[src/rtl/conv_mac_scheduler_if.sv]
// Handshake and operand/result bus for the time-multiplexed nibble convolution sequencer.
// The requester drives start/abort and operands; the sequencer returns busy/done and the packed result.
interface conv_mac_scheduler_if #(
    parameter int DW      = 4,
    parameter int X_LEN   = 8,
    parameter int H_LEN   = 8,
    parameter int OUT_LEN = X_LEN + H_LEN
);
    logic                     start;
    logic                     abort;
    logic [X_LEN*DW-1:0]      x_in;
    logic [H_LEN*DW-1:0]      h_in;
    logic                     busy;
    logic                     done;
    logic [OUT_LEN*DW-1:0]    y_out;

    modport master (
        output start, abort, x_in, h_in,
        input  busy, done, y_out
    );

    modport slave (
        input  start, abort, x_in, h_in,
        output busy, done, y_out
    );
endinterface

[src/rtl/conv_mac_scheduler.sv]
// Sequences one shared multiply-accumulate over every (output index, tap) pair of the nibble
// convolution, publishing the packed result with a start/busy/done handshake.
module conv_mac_scheduler #(
    parameter  int DW      = 4,
    parameter  int X_LEN   = 8,
    parameter  int H_LEN   = 8,
    localparam int OUT_LEN = X_LEN + H_LEN
) (
    input  logic                 clk,
    input  logic                 rst,
    conv_mac_scheduler_if.slave  bus
);
    localparam int IW = $clog2(OUT_LEN);
    localparam int JW = $clog2(H_LEN);
    localparam int XW = $clog2(X_LEN);

    typedef enum logic [0:0] {
        S_IDLE = 1'b0,
        S_RUN  = 1'b1
    } state_t;

    // Unsigned product truncated to the element width; higher bits never reach y.
    function automatic logic [DW-1:0] mac_term(input logic [DW-1:0] a, input logic [DW-1:0] b);
        logic [2*DW-1:0] p;
        p = {{DW{1'b0}}, a} * {{DW{1'b0}}, b};
        return p[DW-1:0];
    endfunction

    state_t                 r_state;
    logic [DW-1:0]          r_x      [X_LEN];
    logic [DW-1:0]          r_h      [H_LEN];
    logic [DW-1:0]          r_shadow [OUT_LEN];
    logic [IW-1:0]          r_i;
    logic [JW-1:0]          r_j;
    logic [DW-1:0]          r_acc;
    logic                   r_busy;
    logic                   r_done;
    logic [OUT_LEN*DW-1:0]  r_y;

    logic [IW-1:0]          w_j_ext;
    logic [IW-1:0]          w_diff;
    logic                   w_valid;
    logic [DW-1:0]          w_term;
    logic [DW-1:0]          w_sum;
    logic                   w_last_tap;
    logic                   w_last_pair;
    logic [OUT_LEN*DW-1:0]  w_y_next;

    assign bus.busy  = r_busy;
    assign bus.done  = r_done;
    assign bus.y_out = r_y;

    // Current pair's contribution; out-of-range x indices contribute zero but still take the cycle.
    always_comb begin
        w_j_ext     = IW'(r_j);
        w_diff      = r_i - w_j_ext;
        w_valid     = (r_i >= w_j_ext) && (w_diff <= IW'(X_LEN - 1));
        if (w_valid) begin
            w_term = mac_term(r_x[w_diff[XW-1:0]], r_h[r_j]);
        end else begin
            w_term = {DW{1'b0}};
        end
        w_sum       = r_acc + w_term;
        w_last_tap  = (r_j == JW'(H_LEN - 1));
        w_last_pair = w_last_tap && (r_i == IW'(OUT_LEN - 1));
    end

    // Shadow result with the element finishing this cycle merged in, so the final y lands with done.
    always_comb begin
        w_y_next = {(OUT_LEN*DW){1'b0}};
        for (int k = 0; k < OUT_LEN; k++) begin
            if (IW'(k) == r_i) begin
                w_y_next[k*DW +: DW] = w_sum;
            end else begin
                w_y_next[k*DW +: DW] = r_shadow[k];
            end
        end
    end

    // Sequencer FSM: capture on start, one MAC per edge in RUN, publish result on the last pair.
    always_ff @(posedge clk or posedge rst) begin
        if (rst) begin
            r_state <= S_IDLE;
            r_i     <= {IW{1'b0}};
            r_j     <= {JW{1'b0}};
            r_acc   <= {DW{1'b0}};
            r_busy  <= 1'b0;
            r_done  <= 1'b0;
            r_y     <= {(OUT_LEN*DW){1'b0}};
            for (int k = 0; k < X_LEN; k++)   r_x[k]      <= {DW{1'b0}};
            for (int k = 0; k < H_LEN; k++)   r_h[k]      <= {DW{1'b0}};
            for (int k = 0; k < OUT_LEN; k++) r_shadow[k] <= {DW{1'b0}};
        end else begin
            case (r_state)
                S_IDLE: begin
                    r_done <= 1'b0;
                    if (bus.start) begin
                        for (int k = 0; k < X_LEN; k++) r_x[k] <= bus.x_in[k*DW +: DW];
                        for (int k = 0; k < H_LEN; k++) r_h[k] <= bus.h_in[k*DW +: DW];
                        r_i     <= {IW{1'b0}};
                        r_j     <= {JW{1'b0}};
                        r_acc   <= {DW{1'b0}};
                        r_busy  <= 1'b1;
                        r_state <= S_RUN;
                    end else begin
                        r_busy  <= 1'b0;
                        r_state <= S_IDLE;
                    end
                end
                S_RUN: begin
                    if (bus.abort) begin
                        r_busy  <= 1'b0;
                        r_done  <= 1'b0;
                        r_state <= S_IDLE;
                    end else if (w_last_tap) begin
                        r_shadow[r_i] <= w_sum;
                        r_acc         <= {DW{1'b0}};
                        r_j           <= {JW{1'b0}};
                        r_i           <= r_i + IW'(1);
                        if (w_last_pair) begin
                            r_y     <= w_y_next;
                            r_done  <= 1'b1;
                            r_busy  <= 1'b0;
                            r_state <= S_IDLE;
                        end else begin
                            r_done  <= 1'b0;
                            r_busy  <= 1'b1;
                            r_state <= S_RUN;
                        end
                    end else begin
                        r_acc   <= w_sum;
                        r_j     <= r_j + JW'(1);
                        r_done  <= 1'b0;
                        r_busy  <= 1'b1;
                        r_state <= S_RUN;
                    end
                end
                default: begin
                    r_busy  <= 1'b0;
                    r_done  <= 1'b0;
                    r_state <= S_IDLE;
                end
            endcase
        end
    end
endmodule
[src/flat_wrapper.sv]
// flat-port wrapper written by rule: the top's interface ports become plain ports
module conv_mac_scheduler_flat 
#(
    parameter  int DW      = 4,
    parameter  int X_LEN   = 8,
    parameter  int H_LEN   = 8,
    localparam int OUT_LEN = X_LEN + H_LEN
)
  (clk, rst, bus_start, bus_abort, bus_x_in, bus_h_in, bus_busy, bus_done, bus_y_out);
  conv_mac_scheduler_if #(.DW(DW), .X_LEN(X_LEN), .H_LEN(H_LEN)) bus_i ();
  input  logic clk;
  input  logic rst;
  input wire logic [$bits(bus_i.start)-1:0] bus_start;
  input wire logic [$bits(bus_i.abort)-1:0] bus_abort;
  input wire logic [$bits(bus_i.x_in)-1:0] bus_x_in;
  input wire logic [$bits(bus_i.h_in)-1:0] bus_h_in;
  output wire logic [$bits(bus_i.busy)-1:0] bus_busy;
  output wire logic [$bits(bus_i.done)-1:0] bus_done;
  output wire logic [$bits(bus_i.y_out)-1:0] bus_y_out;
  assign bus_i.start = bus_start;
  assign bus_i.abort = bus_abort;
  assign bus_i.x_in = bus_x_in;
  assign bus_i.h_in = bus_h_in;
  assign bus_busy = bus_i.busy;
  assign bus_done = bus_i.done;
  assign bus_y_out = bus_i.y_out;
  conv_mac_scheduler #(.DW(DW), .X_LEN(X_LEN), .H_LEN(H_LEN)) u_core (.clk(clk), .rst(rst), .bus(bus_i));
endmodule
[config.mk]
export PLATFORM = sky130hd
export DESIGN_NAME = conv_mac_scheduler_flat
export DESIGN_NICKNAME = d
export VERILOG_FILES = /design/src/rtl/conv_mac_scheduler_if.sv /design/src/rtl/conv_mac_scheduler.sv /design/src/flat_wrapper.sv
export SDC_FILE = /design/constraint.sdc
export NUM_CORES = 1
export LEC_CHECK = 0
export BUFFER_PORTS_ARGS = -buffer_cell sky130_fd_sc_hd__buf_2
export CAP_MARGIN = 20
export CORE_MARGIN = 2
export CORE_UTILIZATION = 60
export DETAILED_ROUTE_END_ITERATION = 10
export PLACE_DENSITY = 0.84
export SLEW_MARGIN = 10
export SYNTH_ARGS = -nofsm -noshare
export SYNTH_HDL_FRONTEND = slang
export SYNTH_SLANG_ARGS = --single-unit
[constraint.sdc]
create_clock -name clk -period 14.8 [get_ports clk]
set_input_delay 3.7 -clock clk [delete_from_list [all_inputs] [get_ports clk]]
set_output_delay 3.7 -clock clk [all_outputs]
set_load 0.005 [all_outputs]
# Word-level counts from Yosys, hierarchy flattened
# Cells that the tools add are included.
# op_classes
addsub,4
mul,1
magnitude_cmp,6
n_eq_ne,20
muxes,46
n_bitwise,5
n_reduce_logical,9
# op_table
operator,count
4-bit 2-to-1 mux,27
64-bit bitwise mux,1
"4-bit == test, first input constant",8
4-bit binary-select mux with 3-bit select,2
4-bit demux with 4-bit select,1
"3-bit by 4-bit == test with 1-bit output, first input constant",4
4-bit case mux with 2 select lines,2
3-bit 2-to-1 mux,3
"2-bit by 4-bit == test with 1-bit output, first input constant",2
"4-bit greater-or-equal comparator, second input constant",2
3-bit NOT with 4-bit output,2
1-bit 2-to-1 mux,7
"2-bit != test, second input constant",3
3-bit case mux with 2 select lines,1
3-bit AND reduction,2
"5-bit greater-or-equal comparator, second input constant",1
"5-bit by 1-bit < comparator with 1-bit output, second input constant",1
4-bit NOT with 5-bit output,1
"4-bit by 1-bit adder with 4-bit output, second input constant",1
4-bit adder,1
"1-bit by 4-bit == test with 1-bit output, first input constant",1
"4-bit == test, second input constant",1
4-bit by 3-bit greater-or-equal comparator with 1-bit output,1
"4-bit by 3-bit <= comparator with 1-bit output, second input constant",1
10 further kinds,15
# totals
register_bits,205
inputBits,68
out_inout_bits,66
elab_cells,129

# Logic depth before layout (Yosys ltp)
# depth
depth_word,11
ltp_mapped,22
ltp_nobuf,19

# Least setup slack after synthesis
# No wires, ideal clock.
# synth_timing
kind,input to register
from,in bus_abort
to,reg u_core.r_y[41] (netlist: u_core.bus.y_out[41])
setup_ps,133
t_arrival_ps,5010
required_time_ps,14667
setup_slack_ps,9657
path_stages,7
path_buffers,3
cell_sequence,nand2b_1 > or3_1 > clkbuf_1 > clkbuf_1 > buf_1 > nand2_1 > o21ai_0
# synth_between
elab_chain_cells,2
# synth_rtl
element,line_no,rtl
from (decl),flat_wrapper.sv:14,input wire logic [$bits(bus_i.abort)-1:0] bus_abort;
1-bit NOT (no line),--,
4-bit AND reduction (no line),--,
to (signal assigned),conv_mac_scheduler.sv:89,r_y <= {(OUT_LEN*DW){1'b0}};
to (signal assigned),conv_mac_scheduler.sv:121,r_y <= w_y_next;
to (decl),conv_mac_scheduler.sv:38,logic [OUT_LEN*DW-1:0] r_y;
# No other way between the ends.
# A chain may end at the register's enable or synchronous reset.

# Final worst setup path
# layout_timing
from,reg u_core.r_j[0]
to,reg u_core.r_y[59] (netlist: u_core.bus.y_out[59])
# layout_between
elab_chain_cells,9
elab_cells_between_ends,19
cone_classes,add/sub (2); mul (1); order compare (2); eq/ne (1); mux (8); bitwise (2); reduce/logical (3)
# layout_rtl
element,line_no,rtl
from (decl),conv_mac_scheduler.sv:34,logic [JW-1:0] r_j;
from (signal assigned),conv_mac_scheduler.sv:85,r_j <= {JW{1'b0}};
from (signal assigned),conv_mac_scheduler.sv:101,r_j <= {JW{1'b0}};
from (signal assigned),conv_mac_scheduler.sv:118,r_j <= {JW{1'b0}};
4-bit by 3-bit subtractor with 4-bit output,conv_mac_scheduler.sv:56,w_diff = r_i - w_j_ext;
3-bit NOT with 4-bit output (not written as such),conv_mac_scheduler.sv:59,"w_term = mac_term(r_x[w_diff[XW-1:0]], r_h[r_j]);"
4-bit binary-select mux with 3-bit select,conv_mac_scheduler.sv:59,
4-bit 2-to-1 mux (not written as such) (2 in a row),conv_mac_scheduler.sv:59,
4-bit by 4-bit multiplier with 4-bit output,conv_mac_scheduler.sv:25,"p = {{DW{1'b0}}, a} * {{DW{1'b0}}, b};"
4-bit 2-to-1 mux,conv_mac_scheduler.sv:58,if (w_valid) begin
4-bit adder,conv_mac_scheduler.sv:63,w_sum = r_acc + w_term;
4-bit 2-to-1 mux,conv_mac_scheduler.sv:72,if (IW'(k) == r_i) begin
# Several ways; a longest one is shown, not always the timed one. The select of a mux whose other input is x is not followed.

==> impl_metrics.xml <==
<?xml version="1.0" encoding="UTF-8"?>
<metrics>
  <group name="status">
    <metric name="outcome" unit="">complete, no violations</metric>
  </group>
  <group name="detailed_routing">
    <metric name="detailroute.via_count" unit="">6235</metric>
    <metric name="drtIter0Drc" unit="">405</metric>
    <metric name="route.antenna.remaining_nets" unit="">0</metric>
    <metric name="wl" unit="um">18800</metric>
    <metric name="drt_pre_antenna_iters" unit="">4</metric>
    <metric name="post_drt_wl_per_cell" unit="um">16.9</metric>
    <metric name="drt_drc_violations_left" unit="">0</metric>
    <metric name="post_drt_via_cell_ratio" unit="">5.58</metric>
  </group>
  <group name="floorplan">
    <metric name="die_height" unit="um">128</metric>
    <metric name="dieArea" unit="mm^2">0.0163</metric>
    <metric name="die_x" unit="um">128</metric>
    <metric name="std_cell_rows" unit="">45</metric>
    <metric name="initial_standard_cell_utilization_of_the_core" unit="%">60.9</metric>
    <metric name="io_pins" unit="">134</metric>
    <metric name="design.core.area" unit="mm^2">0.0151</metric>
  </group>
  <group name="critical_path">
    <metric name="worstSetupEndpointType" unit="">flip-flop</metric>
    <metric name="start_kind" unit="">flip-flop</metric>
    <metric name="timing.critical_path.fanout_max" unit="">20</metric>
    <metric name="worst-r2r-setup-slack" unit="ns">9.04</metric>
    <metric name="worstSetupPathType" unit="">reg2reg</metric>
    <metric name="timing.critical_path.arrival" unit="ns">6.11</metric>
    <metric name="worstPathRequired" unit="ns">15.14</metric>
  </group>
  <group name="global_route">
    <metric name="grtUsageTotal" unit="%">24.0</metric>
    <metric name="antenna_found_initial" unit="">0</metric>
    <metric name="grt_overflow" unit="">0</metric>
    <metric name="met1_usage" unit="%">32.5</metric>
    <metric name="globalRouteMet2Util" unit="%">40.7</metric>
    <metric name="grt_max_degree" unit="">146</metric>
    <metric name="grt_busiest_layer" unit="">met2</metric>
    <metric name="number_of_global_route_vias_before_repair" unit="">6294</metric>
    <metric name="gr-usage-met3" unit="%">4.55</metric>
    <metric name="first_pass_grt_wire_length" unit="um">31500</metric>
  </group>
  <group name="logic_synthesis">
    <metric name="synth_top_family_by_area" unit="">multiplexers</metric>
    <metric name="synth_cells" unit="">807</metric>
    <metric name="synth.net_count" unit="">893</metric>
    <metric name="synth-seq-area-share" unit="%">54.8</metric>
    <metric name="ys_dominant_reg_cell" unit="">sky130_fd_sc_hd__dfrtp_1</metric>
    <metric name="post_synth.cell_area_avg" unit="um^2">11.4</metric>
    <metric name="synth_simple_gate_area_share" unit="%">10.4</metric>
    <metric name="post_synth_edffs" unit="">0</metric>
    <metric name="post_synthesis_compound_gate_area_fraction" unit="%">10.3</metric>
    <metric name="synth_adder_area_share" unit="%">2.62</metric>
    <metric name="async_s_r_ff_share_synth" unit="%">100</metric>
    <metric name="flip_flop_and_latch_count_after_synthesis" unit="">201</metric>
    <metric name="synth_xor_area_share" unit="%">1.14</metric>
    <metric name="post_synthesis_cell_area" unit="mm^2">0.00919</metric>
    <metric name="synth.yosys.warnings" unit="">0</metric>
    <metric name="synth_mux_area_share" unit="%">17.7</metric>
    <metric name="synthDistinctLibCells" unit="">48</metric>
  </group>
  <group name="job">
    <metric name="cap_violations" unit="">0</metric>
  </group>
  <group name="timing">
    <metric name="totalNegativeSetupSlack" unit="ns">0</metric>
    <metric name="setup_viol" unit="">0</metric>
    <metric name="rsz0062_at_grt" unit="">false</metric>
    <metric name="post-route-period-util" unit="%">38.9</metric>
    <metric name="timing.clock.skew" unit="ns">0.0208</metric>
    <metric name="worst_slew_margin" unit="%">29.0</metric>
    <metric name="worst_slew_pin_slew" unit="ns">1.07</metric>
    <metric name="report.final.slew_viol_count" unit="">0</metric>
    <metric name="hold_slack" unit="ns">0.469</metric>
    <metric name="max_clock_freq" unit="GHz">0.173</metric>
    <metric name="fin_ws" unit="ns">9.04</metric>
    <metric name="clock_period_minus_worst_slack" unit="ns">5.76</metric>
    <metric name="timing.final.hold_violations" unit="">0</metric>
  </group>
  <group name="finish">
    <metric name="layout.cells.most_common" unit="">sky130_fd_sc_hd__dfrtp_1</metric>
    <metric name="highest_count_cells_in_the_layout_ignoring_fill_and_taps" unit="">sky130_fd_sc_hd__dfrtp_1 (201), sky130_fd_sc_hd__buf_2 (133), sky130_fd_sc_hd__nand2_1 (105)</metric>
    <metric name="nFillCells" unit="">1107</metric>
    <metric name="finish.net_count" unit="">1001</metric>
    <metric name="antennaDiodeCount" unit="">0</metric>
    <metric name="drive_above_1_share" unit="%">32.4</metric>
    <metric name="layout.cells.non_filler" unit="">1117</metric>
    <metric name="fin_area" unit="mm^2">0.0107</metric>
    <metric name="area.growth.synth_to_final" unit="%">16.2</metric>
  </group>
  <group name="placed_design">
    <metric name="routability_congestion_estimate" unit="">0.807</metric>
    <metric name="portBuffers" unit="">133</metric>
    <metric name="dp.final_hpwl" unit="um">12300</metric>
    <metric name="postPlaceCellArea" unit="mm^2">0.00992</metric>
    <metric name="dp.cells" unit="">1078</metric>
    <metric name="post-place-ws" unit="ns">8.80</metric>
  </group>
  <group name="clock_tree">
    <metric name="htree_levels" unit="">1</metric>
    <metric name="post-cts-setup-buffers" unit="">0</metric>
    <metric name="worst_skew_pair.late_latency" unit="ns">0.50</metric>
    <metric name="tritoncts" unit="">done</metric>
    <metric name="numClockSinks" unit="">201</metric>
    <metric name="clock_tree.buffer_depth" unit="">3</metric>
    <metric name="clk_root_buffer_cell" unit="">sky130_fd_sc_hd__clkbuf_16</metric>
    <metric name="clkSlewWorstSetupHoldPaths" unit="ns">0.06</metric>
    <metric name="number_of_cells_upsized_or_downsized_after_cts" unit="">0</metric>
    <metric name="numCtsBuffers" unit="">22</metric>
    <metric name="hold_buffers" unit="">0</metric>
  </group>
  <group name="hold_path">
    <metric name="hold_path.class" unit="">reg2reg</metric>
  </group>
  <group name="power_and_ir_drop">
    <metric name="worst_ir_drop_on_vdd" unit="V">0.000178</metric>
    <metric name="combinationalPowerShare" unit="%">35.5</metric>
    <metric name="sequentialPowerShare" unit="%">34.6</metric>
    <metric name="p_leak" unit="nW">5.08</metric>
    <metric name="internal_power" unit="mW">1.17</metric>
    <metric name="pwr_density_cell" unit="mW/mm^2">171</metric>
    <metric name="netSwitchingFraction" unit="%">35.7</metric>
    <metric name="clock_power_share" unit="%">29.9</metric>
    <metric name="power.switching" unit="mW">0.649</metric>
  </group>
</metrics>
sequential cells by signal, indices dropped and copies added (netlist names):
signal            cells
u_core.r_x           32
u_core.r_shadow      60
u_core.r_h           32
u_core.r_j            3
u_core.bus.busy       1
u_core.bus.done       1
u_core.r_i            4
u_core.r_acc          4
u_core.bus.y_out     64
cells in the mapped netlist (4+ instances only):
cell type                  instances  area (um^2)
sky130_fd_sc_hd__nor2_1           67          251
sky130_fd_sc_hd__mux2i_1          32          320
sky130_fd_sc_hd__ha_1             16          200
sky130_fd_sc_hd__buf_1             5         18.8
sky130_fd_sc_hd__inv_1            12         45.0
sky130_fd_sc_hd__o21ai_2           7         61.3
sky130_fd_sc_hd__o21ai_0          82          410
sky130_fd_sc_hd__nor3_1            5         25.0
sky130_fd_sc_hd__buf_2             4         20.0
sky130_fd_sc_hd__clkbuf_1         42          158
sky130_fd_sc_hd__or3_1             7         43.8
sky130_fd_sc_hd__nor2b_1           5         31.3
sky130_fd_sc_hd__dfrtp_1         201         5030
sky130_fd_sc_hd__nor3b_1           8         60.1
sky130_fd_sc_hd__nand2_1         105          394
sky130_fd_sc_hd__nand3b_1          4         30.0
sky130_fd_sc_hd__xnor2_1           4         35.0
sky130_fd_sc_hd__nand4_1           4         25.0
sky130_fd_sc_hd__mux4_2            9          203
sky130_fd_sc_hd__a21oi_1          41          205
sky130_fd_sc_hd__nand3_1           4         20.0
sky130_fd_sc_hd__mux2_2           89         1000
sky130_fd_sc_hd__o31ai_1           5         37.5
sky130_fd_sc_hd__and2_1            5         31.3
sky130_fd_sc_hd__a21oi_2          11         96.3
critical path, stage by stage, from the launching register on:
cell                       delay (ns)
sky130_fd_sc_hd__dfrtp_1         0.66
sky130_fd_sc_hd__ha_1            0.26
sky130_fd_sc_hd__inv_1           0.06
sky130_fd_sc_hd__fa_1            0.92
sky130_fd_sc_hd__nand3b_1        0.13
sky130_fd_sc_hd__mux2_2          0.28
sky130_fd_sc_hd__nand4_1         0.20
sky130_fd_sc_hd__nor2_1          0.09
sky130_fd_sc_hd__ha_1            0.31
sky130_fd_sc_hd__ha_1            0.30
sky130_fd_sc_hd__ha_1            0.21
sky130_fd_sc_hd__xnor2_1         0.14
sky130_fd_sc_hd__xnor2_1         0.13
sky130_fd_sc_hd__or3_1           0.34
sky130_fd_sc_hd__a211oi_2        0.31
sky130_fd_sc_hd__o211ai_2        0.12
sky130_fd_sc_hd__nor3b_4         0.19
sky130_fd_sc_hd__xnor2_4         0.80
sky130_fd_sc_hd__o31ai_1         0.16
cells by family after synthesis:
family,count (synthesis)
flops,201
compound gates,159
buf+inv,67
fa+ha+maj,18
mux,135
xor+xnor,9
simple gates,218
power by group through the flow:
| stage | Clock (mW) | Sequential, mW | Combinational [mW] |
|---|---|---|---|
| 6_report | 0.545 | 0.630 | 0.646 |
| 3_5_place_dp | 0 | 0.639 | 0.644 |
| 5_1_grt | 0.575 | 0.636 | 0.701 |
| 4_1_cts | 0.553 | 0.630 | 0.650 |
| 3_3_place_gp | 0 | 0.636 | 0.632 |
| 2_1_floorplan | 0 | 0.622 | 0.507 |
area by class of cell:
class / instances / area (um^2) / share of cell area (%)
inverter: 12 / 52.6 / 0.493
clock inverter: 7 / 88.8 / 0.833
timing repair buffer: 139 / 731 / 6.85
clock buffer: 31 / 636 / 5.96
sequential: 201 / 5030 / 47.1
multi-input combinational: 539 / 3900 / 36.5
tap: 188 / 235 / 2.20
through the flow:
step	utilization (%)	power, mW
detailed placement	65.7	1.28
CTS	70.5	1.83
finish	70.7	1.82
global placement	65.7	1.27
global route	70.7	1.91
floorplan	-	1.13
routing by layer:
metal	vias to the layer above	part of all wire, %
met5	-	0
met4	0	1.5
met3	28	5.6
met2	148	50
met1	3042	43
li1	3017	-
path summary, 6_finish.rpt:
path,from,to,cells past startpoint
max in group asynchronous,rst,u_core.bus.y_out[36],3
worst max register to register,u_core.r_j[0],u_core.bus.y_out[59],18
worst min register to register,u_core.bus.y_out[16],u_core.bus.y_out[16],2
worst max-delay path,u_core.r_j[0],u_core.bus.y_out[59],18
min in group asynchronous,rst,u_core.bus.y_out[11],2
worst min-delay path,u_core.bus.y_out[16],u_core.bus.y_out[16],2
Note: power is estimated with default switching activity, not from simulation.
